## config.mk

```make
export PLATFORM = sky130hd
export DESIGN_NAME = spectrum_bar_writer
export DESIGN_NICKNAME = d
export VERILOG_FILES = /design/src/rtl/spectrum_pkg.sv /design/src/rtl/spectrum_peak_store.sv /design/src/rtl/spectrum_bar_writer.sv
export SDC_FILE = /design/constraint.sdc
export NUM_CORES = 2
export LEC_CHECK = 0
export BUFFER_PORTS_ARGS = -buffer_cell sky130_fd_sc_hd__buf_4
export CAP_MARGIN = 15
export CORE_ASPECT_RATIO = 1.2
export CORE_MARGIN = 10
export CORE_UTILIZATION = 63
export CTS_CLUSTER_DIAMETER = 150
export CTS_CLUSTER_SIZE = 40
export DETAILED_ROUTE_END_ITERATION = 8
export PLACE_DENSITY = 0.86
export SYNTH_ARGS = -nofsm -noshare
export SYNTH_HDL_FRONTEND = slang
export SYNTH_SLANG_ARGS = --single-unit
```

## constraint.sdc

```tcl
create_clock -name iCLK -period 25.4 [get_ports iCLK]
set_input_delay 5.08 -clock iCLK [delete_from_list [all_inputs] [get_ports iCLK]]
set_output_delay 5.08 -clock iCLK [all_outputs]
set_load 0.005 [all_outputs]
```

## src/rtl/spectrum_pkg.sv

```systemverilog
// rtl/spectrum_pkg.sv - shared geometry, colour indices and FSM encoding for the spectrum bar writer
package spectrum_pkg;
   localparam int H_RES     = 640;
   localparam int V_RES     = 480;
   localparam int FB_ADDR_W = 19;
   localparam int PEAK_W    = 9;

   localparam logic [7:0] FG_IDX   = 8'h0F;
   localparam logic [7:0] BG_IDX   = 8'h00;
   localparam logic [7:0] PEAK_IDX = 8'hF0;

   typedef enum logic [1:0] {S_IDLE, S_LOAD, S_DRAW, S_DONE} writer_state_t;

   // A falling bar leaves the marker behind, sinking one row per frame; h < peak implies peak >= 1.
   function automatic logic [PEAK_W-1:0] nextPeak(input logic [PEAK_W-1:0] h,
                                                  input logic [PEAK_W-1:0] peak);
      if (h >= peak)
         return h;
      else
         return peak - PEAK_W'(1);
   endfunction
endpackage

```

## src/rtl/spectrum_peak_store.sv

```systemverilog
// rtl/spectrum_peak_store.sv - per-bin peak-hold register file, async clear, combinational read
module spectrum_peak_store #(
   parameter int NUM_BINS = 64,
   parameter int IDX_W    = 6,
   parameter int PEAK_W   = 9
) (
   input  logic              iCLK,
   input  logic              iRST,
   input  logic              iWE,
   input  logic [IDX_W-1:0]  iWADDR,
   input  logic [PEAK_W-1:0] iWDATA,
   input  logic [IDX_W-1:0]  iRADDR,
   output logic [PEAK_W-1:0] oRDATA
);
   logic [PEAK_W-1:0] peakMem [NUM_BINS];

   always_ff @(posedge iCLK or posedge iRST) begin
      if (iRST) begin
         for (int i = 0; i < NUM_BINS; i++)
            peakMem[i] <= '0;
      end else if (iWE) begin
         peakMem[iWADDR] <= iWDATA;
      end
   end

   assign oRDATA = peakMem[iRADDR];
endmodule

```

## src/rtl/spectrum_bar_writer.sv

```systemverilog
// rtl/spectrum_bar_writer.sv - renders spectrum bars with peak-hold markers into the frame buffer over Avalon-MM
module spectrum_bar_writer #(
   parameter int         H_RES     = spectrum_pkg::H_RES,
   parameter int         V_RES     = spectrum_pkg::V_RES,
   parameter int         NUM_BINS  = 64,
   parameter int         BAR_W     = 10,
   parameter int         MAG_W     = 16,
   parameter int         MAG_SHIFT = 6,
   parameter logic [7:0] FG_IDX    = spectrum_pkg::FG_IDX,
   parameter logic [7:0] BG_IDX    = spectrum_pkg::BG_IDX,
   parameter logic [7:0] PEAK_IDX  = spectrum_pkg::PEAK_IDX
) (
   input  logic                               iCLK,
   input  logic                               iRST,
   input  logic [MAG_W-1:0]                   iBIN_MAG,
   input  logic                               iBIN_SOF,
   input  logic                               iBIN_VALID,
   output logic                               oBIN_READY,
   output logic [spectrum_pkg::FB_ADDR_W-1:0] oAVM_ADDRESS,
   output logic [15:0]                        oAVM_WRITEDATA,
   output logic                               oAVM_WRITE,
   input  logic                               iAVM_WAITREQ,
   output logic                               oFRAME_DONE
);
   import spectrum_pkg::*;

   localparam int AW    = FB_ADDR_W;
   localparam int BIN_W = (NUM_BINS > 1) ? $clog2(NUM_BINS) : 1;
   localparam int COL_W = (BAR_W > 1) ? $clog2(BAR_W) : 1;

   writer_state_t     state, stateNext;
   logic [BIN_W-1:0]  binIdx;
   logic [AW-1:0]     xBase, addr;
   logic [COL_W-1:0]  col;
   logic [PEAK_W-1:0] y, hReg, hIn, barTop, peakTop, peakCur, peakNew;
   logic [MAG_W-1:0]  magShifted;
   logic              ready, peakVis, handshake, accept, rowLast, colLast, binLast;
   logic [7:0]        colour;

   assign handshake = iBIN_VALID & ready;
   assign accept    = (state == S_DRAW) & ~iAVM_WAITREQ;
   assign rowLast   = (y == PEAK_W'(V_RES - 1));
   assign colLast   = (col == COL_W'(BAR_W - 1));
   assign binLast   = (binIdx == BIN_W'(NUM_BINS - 1));

   // Clamp at the handshake so only the bar height is kept, not the raw magnitude.
   assign magShifted = iBIN_MAG >> MAG_SHIFT;
   assign hIn        = (magShifted > MAG_W'(V_RES)) ? PEAK_W'(V_RES) : magShifted[PEAK_W-1:0];
   assign peakNew    = nextPeak(hReg, peakCur);

   spectrum_peak_store #(
      .NUM_BINS (NUM_BINS),
      .IDX_W    (BIN_W),
      .PEAK_W   (PEAK_W)
   ) uPeakStore (
      .iCLK   (iCLK),
      .iRST   (iRST),
      .iWE    (state == S_LOAD),
      .iWADDR (binIdx),
      .iWDATA (peakNew),
      .iRADDR (binIdx),
      .oRDATA (peakCur)
   );

   always_ff @(posedge iCLK or posedge iRST) begin
      if (iRST)
         state <= S_IDLE;
      else
         state <= stateNext;
   end

   always_comb begin
      stateNext   = state;
      oAVM_WRITE  = 1'b0;
      oFRAME_DONE = 1'b0;
      case (state)
         S_IDLE: if (handshake) stateNext = S_LOAD;
         S_LOAD: stateNext = S_DRAW;
         S_DRAW: begin
            oAVM_WRITE = 1'b1;
            if (accept && rowLast && colLast)
               stateNext = binLast ? S_DONE : S_IDLE;
         end
         S_DONE: begin
            oFRAME_DONE = 1'b1;
            stateNext   = S_IDLE;
         end
         default: stateNext = S_IDLE;
      endcase
   end

   always_ff @(posedge iCLK or posedge iRST) begin
      if (iRST) begin
         ready   <= 1'b0;
         binIdx  <= '0;
         xBase   <= '0;
         addr    <= '0;
         col     <= '0;
         y       <= '0;
         hReg    <= '0;
         barTop  <= '0;
         peakTop <= '0;
         peakVis <= 1'b0;
      end else begin
         ready <= (stateNext == S_IDLE);
         case (state)
            S_IDLE: if (handshake) begin
               hReg <= hIn;
               if (iBIN_SOF) begin
                  binIdx <= '0;
                  xBase  <= '0;
               end
            end
            S_LOAD: begin
               barTop  <= PEAK_W'(V_RES) - hReg;
               peakTop <= PEAK_W'(V_RES) - peakNew;
               peakVis <= (peakNew != '0);
               y       <= '0;
               col     <= '0;
               addr    <= xBase;
            end
            S_DRAW: if (accept) begin
               if (rowLast) begin
                  y    <= '0;
                  col  <= col + COL_W'(1);
                  addr <= xBase + AW'(col) + AW'(1);
                  if (colLast) begin
                     binIdx <= binLast ? '0 : binIdx + BIN_W'(1);
                     xBase  <= binLast ? '0 : xBase + AW'(BAR_W);
                  end
               end else begin
                  y    <= y + PEAK_W'(1);
                  addr <= addr + AW'(H_RES);
               end
            end
            default: ;
         endcase
      end
   end

   // Peak marker wins over the bar body; the last column of every bar is a spacer.
   always_comb begin
      colour = BG_IDX;
      if (!colLast) begin
         if (peakVis && (y == peakTop))
            colour = PEAK_IDX;
         else if (y >= barTop)
            colour = FG_IDX;
      end
   end

   assign oBIN_READY     = ready;
   assign oAVM_ADDRESS   = addr;
   assign oAVM_WRITEDATA = {8'h00, (state == S_DRAW) ? colour : 8'h00};
endmodule
```

Word-level counts from Yosys, hierarchy flattened
Index checks and enable logic that the tools add are counted.
W data, S select, Z words.
- add/sub/neg operators: 10
- $lt $le $gt $ge: 5
- equality and inequality tests: 12
- mux-type cells: 41
- bitwise gates (word level): 4
- reduce and logical (&&, ||, !) cells: 13
- operators by type and width (kind ; count):
    $bwmux W576 ; 1
    $mux W19 ; 8
    $pmux W19 S2 ; 2
    $mux W9 ; 7
    $bmux W9 S6 ; 1
    $demux W9 S6 ; 1
    $mux W6 ; 6
    $mux W8 ; 3
    $add A19 B1 Y19 const B ; 1
    $add A19 B10 Y19 const B ; 1
    $add A19 B4 Y19 ; 1
    $add A19 B4 Y19 const B ; 1
    $ge A9 B9 Y1 ; 2
    $pmux W9 S2 ; 1
    $sub A9 B9 Y9 const A ; 2
    $mux W4 ; 3
    $pmux W6 S2 ; 1
    $gt A10 B9 Y1 const B ; 1
    $ne A2 B2 Y1 const B ; 5
    $add A9 B1 Y9 const B ; 1
    $eq A9 B9 Y1 ; 1
    $eq A9 B9 Y1 const B ; 1
    $reduce_bool A9 Y1 ; 1
    $sub A9 B1 Y9 const B ; 1
    other kinds (21) ; 32
- register bits: 664
- input bits: 21
- logic and storage cells: 160

Depth between registers and ports, before layout
- depth after elaboration: 7
- mapped depth: 25
- depth with buffers taken out: 18

Cells and area by module
Synthesis repeated with hierarchy kept, for this count alone.
- cells, all modules: 2423
- area total of the unflattened synthesis: 32765.2 um^2
- by module, submodules not included (module ; times used ; cells an instance ; area each (um^2) ; seq. area each (um^2)):
    spectrum_peak_store ; 1 ; 1696 ; 26698.1 ; 14413.8
    spectrum_bar_writer ; 1 ; 727 ; 6067.1 ; 2177.1

Worst setup path after synthesis
OpenSTA, ideal clock, no wires.
- path kind: register to output
- start point: register y[0]
- end point: output port oAVM_WRITEDATA[1]
- data arrival time: 2.265 ns
- required time: 20.320 ns
- slack: 18.055 ns
- stages on the path, launching flop included: 15
- path buffers: 1
- cell sequence: dfrtp_1 inv_1 ha_1 nand2b_1 a21o_1 a21o_1 a21o_1 a21o_1 a21oi_1 nor2b_1 o21ai_0 nand2b_1 a21oi_1 nor4_1 buf_4
- longest elaborated chain between the ends: 5
- elaborated cells between the ends (all ways): 7
- those cells by class: order compare (1); eq/ne (1); mux (4); reduce/logical (1)
- ends and longest elaborated chain (what ; line ; text):
    start: declaration ; spectrum_bar_writer.sv:35 ; logic [PEAK_W-1:0] y, hReg, hIn, barTop, peakTop, peakCur, peakNew;
    start signal: assignment ; spectrum_bar_writer.sv:132 ; y <= y + PEAK_W'(1);
    $ge A9 B9 Y1 or $eq A9 B9 Y1 (tied branches) ; spectrum_bar_writer.sv:147, spectrum_bar_writer.sv:145 ;
    $mux W4 or $logic_and A1 B1 Y1 (tied branches) ; spectrum_bar_writer.sv:147, spectrum_bar_writer.sv:145 ;
    $mux W8 (*) ; spectrum_bar_writer.sv:145 ; if (peakVis && (y == peakTop))
    $mux W8 (*) ; spectrum_bar_writer.sv:144 ; if (!colLast) begin
    $mux W8 (*) ; spectrum_bar_writer.sv:154 ; assign oAVM_WRITEDATA = {8'h00, (state == S_DRAW) ? colour : 8'h00};
    end: declaration ; spectrum_bar_writer.sv:20 ; output logic [15:0] oAVM_WRITEDATA,
Mark *: on every way between the ends. The rest lies on a longest branch, timed or not.

Final worst setup path
- start point: register y[0]
- end point: output port oAVM_WRITEDATA[3]
The elaborated chain is that of the path after synthesis.

==> results by group <==
Die
  – Top Ports: 59
  – Core ar.: 48300 µm²
  – Die Footprint: 58500 µm²
  – FP Rows: 88
  – Die W: 222 µm
  – Die Y-Extent: 263 µm
  – Initial core utilization: 0.641

CTS
  – CTS buffer count: 20
  – CTS H-tree depth: 1
  – Hold_buf cts: 0
  – Postcts setup bufs: 0
  – Clock Latency Late Sink: 0.61 ns
  – Clock Tree Buf Depth: 3
  – CTS sink cnt: 663
  – Post-CTS resize count: 0
  – Clock tree root buffer cell: clkbuf_16
  – CTS tree: built
  – Reg clk slew, reported paths: 0.14 ns

Drt
  – Iteration-0 DRC Markers: 3113
  – Drt total wl: 85100 µm
  – Drt pass-1 iters: 7
  – Antenna viol nets, final: 0
  – DRC violations left: 0
  – Drt via density: 6.71
  – Vias: 24500
  – Routed WL per cell: 23.3 µm

Synth
  – Mux contribution to synthesized area: 0.0780
  – Post-Synthesis Cells: 3147
  – FF+latch count, synth: 663
  – Mean area per synthesized cell: 9.84 µm²
  – Mapped cell area: 31000 µm²
  – Main combinational cell family by area after synthesis: compound AO/OA/AOI/OAI gates
  – Synth warn: 0
  – Simple-gate share of the synthesized area: 0.137
  – Synth async-reset ratio: 1.00
  – Synth cell types: 88
  – Post-Synth Adder-Cell Area: 0.0128
  – Most used DFF post-synth: dfrtp_1
  – Complex-gate fraction of the synthesized area: 0.177
  – Post-synthesis xor/xnor area fraction: 0.0153
  – Number of synthesized flops with an enable pin: 0
  – Register area share after synthesis: 0.536

Global route
  – Grt ovf: 0
  – Largest net degree at the start of global routing: 194
  – Initial antenna violation count: 0
  – Vias in the first global route: 24200
  – GR Util All Layers: 0.284
  – First-pass GRT wire length: 134000 µm

Layout
  – Share of cells above drive strength 1: 0.0872
  – Post-route cell area: 32000 µm²
  – Core Util, Final: 0.662
  – Most frequent cells in the layout: nand2_1 (752), dfrtp_1 (660), o21ai_0 (648)
  – Commonest non-fill, non-tap cell in the layout: nand2_1
  – Final Net Count: 3066
  – Area Overhead vs Synth: 3.26%

Worst setup path
  – Crit. Startpoint: y[0]$_DFFE_PP0P_
  – Critical register-to-register path endpoint: uPeakStore.peakMem[499]$_DFFE_PP0P_
  – Worst-path cell chain: inv_1 > ha_1 > nand2b_1 > a21o_1 > a21o_1 > a21o_1 > a21o_1 > a21oi_1 > nor2b_1 > o21ai_0 > nand2b_1 > a21oi_1 > nor4_1 > buf_4
  – Critical Path Most Common Cell: a21o_1
  – Crit Path Class: reg -> out
  – CP top delay family: simple AND/OR/NAND/NOR gates
  – Arrival time worst endpoint: 3.26 ns
  – Worst setup EP type: primary output
  – Max stage delay on crit path: 0.59 ns
  – CP bufs+invs: 2
  – Worst r2r src: binIdx[0]$_DFFE_PP0P_
  – CP Launch Type: flop
  – CP max stage cell: nor4_1
  – R2R cell count: 18
  – Worst reg-to-reg setup slack: 17.82 ns
  – Critical path required time: 20.32 ns
  – Worst Path Max Fanout: 7

Power and ir drop
  – Leakage: 0.0137 µW
  – Pwr dens: 51.7 nW/µm²
  – Worst VDD drop: 0.0438 mV

Place
  – HPWL after detailed placement: 54300 µm
  – Placed Area: 31400 µm²
  – Final Wtd Congestion: 0.956
  – Buffers added on ports: 44

Timing
  – Fin crit share: 0.328
  – Upper clock frequency limit: 120 MHz
  – RSZ-0062 raised after global routing: no
  – Final setup fails: 0
  – Final hold vios: 0
  – Fin Clk Skew: 0.0260 ns
  – Worst-Margin Slew: 1.29 ns
  – Final setup TNS: 0 ns
  – Slew headroom: 0.136
  – Fin crit period: 8.34 ns
  – Max-slew violations: 0

Outcome
  – Status: finished clean

Flow run
  – Max_cap viols: 0

Hold path
  – Hold Path Class: reg -> reg
  – Hold Path Origin: uPeakStore.peakMem[97]$_DFFE_PP0P_
  – Hold endpoint: uPeakStore.peakMem[97]$_DFFE_PP0P_
  – Worst Hold Depth: 2
registers in the layout (all words and copies together), names as in the netlist:
register            cells
y                       9
binIdx                  6
peakTop                 9
oBIN_READY              1
oAVM_ADDRESS           19
uPeakStore.peakMem    576
hReg                    9
xBase                  18
state                   2
col                     4
peakVis                 1
barTop                  9
through the flow:
stage                     power [µW]  std cells  hold slack, ns  setup slack (ns)
after floorplan                 1170       3154           0.441              1.74
after global placement          1210       3621           0.453             17.57
after detailed placement        1210       3621           0.462             17.46
after CTS                       1650       3646           0.492             17.03
after global routing            1710       3647           0.512             16.77
final                           1650       3648           0.487             17.06
metal layers:
| metal | vias to the layer above | global-route usage | part of all wire |
|---|---|---|---|
| met1 | 12000 | 0.350 | 0.36 |
| met5 | - | 0 | 0 |
| met4 | 0 | 0.167 | 0.069 |
| met3 | 379 | 0.0558 | 0.099 |
| met2 | 1399 | 0.457 | 0.47 |
| li1 | 10700 | - | - |
worst max path at each step:
stage | cells after the start | endpoint
after floorplan | 1 | barTop[0]$_DFFE_PP0P_
after global placement | 4 | uPeakStore.peakMem[219]$_DFFE_PP0P_
after detailed placement | 4 | uPeakStore.peakMem[229]$_DFFE_PP0P_
after CTS | 14 | oAVM_WRITEDATA[3]
after global routing | 14 | oAVM_WRITEDATA[1]
final | 14 | oAVM_WRITEDATA[3]
tightest hold or removal path: cells and delay by family, from the launching register on:
family             cells  cell delay [ns]
and+or+nand+nor        1             0.04
AOI/OAI and AO/OA      1             0.06
DFF                    1             0.36
layout make-up:
type / count / area, µm²
repair buffers: 93 / 743
clock inverters: 1 / 20.0
clock buffers: 24 / 537
multi-input cells: 2209 / 13200
diodes: 1 / 2.50
fillers: 3583 / 16400
inverters: 27 / 109
well taps: 630 / 788
flip-flops and latches: 663 / 16600
synth_stat cells, types with 37 or more instances:
library cell | n | area share
a21oi_1 | 65 | 0.011
buf_2 | 37 | 0.0060
nand2_1 | 752 | 0.091
a22oi_1 | 40 | 0.0097
xnor2_1 | 38 | 0.011
mux2i_1 | 52 | 0.017
mux2_2 | 46 | 0.017
dfrtp_1 | 663 | 0.54
mux4_2 | 50 | 0.036
a221oi_1 | 60 | 0.017
clkbuf_1 | 166 | 0.020
o21ai_0 | 649 | 0.10
nor2_1 | 81 | 0.0098
kinds of logic (layout without fill, tap and decap cells):
group | count (synthesis) | count (layout)
DFF | 663 | 663
and+or+nand+nor | 1001 | 1001
other | 1 | 9
AOI/OAI and AO/OA | 953 | 953
muxes | 162 | 162
xor gates and xnor gates | 54 | 54
adders and majority gates | 31 | 31
buffers and inverters | 282 | 145
power breakdown:
group | internal [µW] | total, µW | switching (µW) | leakage (µW)
Combinational | 46.8 | 104 | 57.0 | 0.00421
Clock | 155 | 465 | 310 | 0.000272
Sequential | 1070 | 1090 | 19.5 | 0.00920
Power figures use the tool's default switching activity.
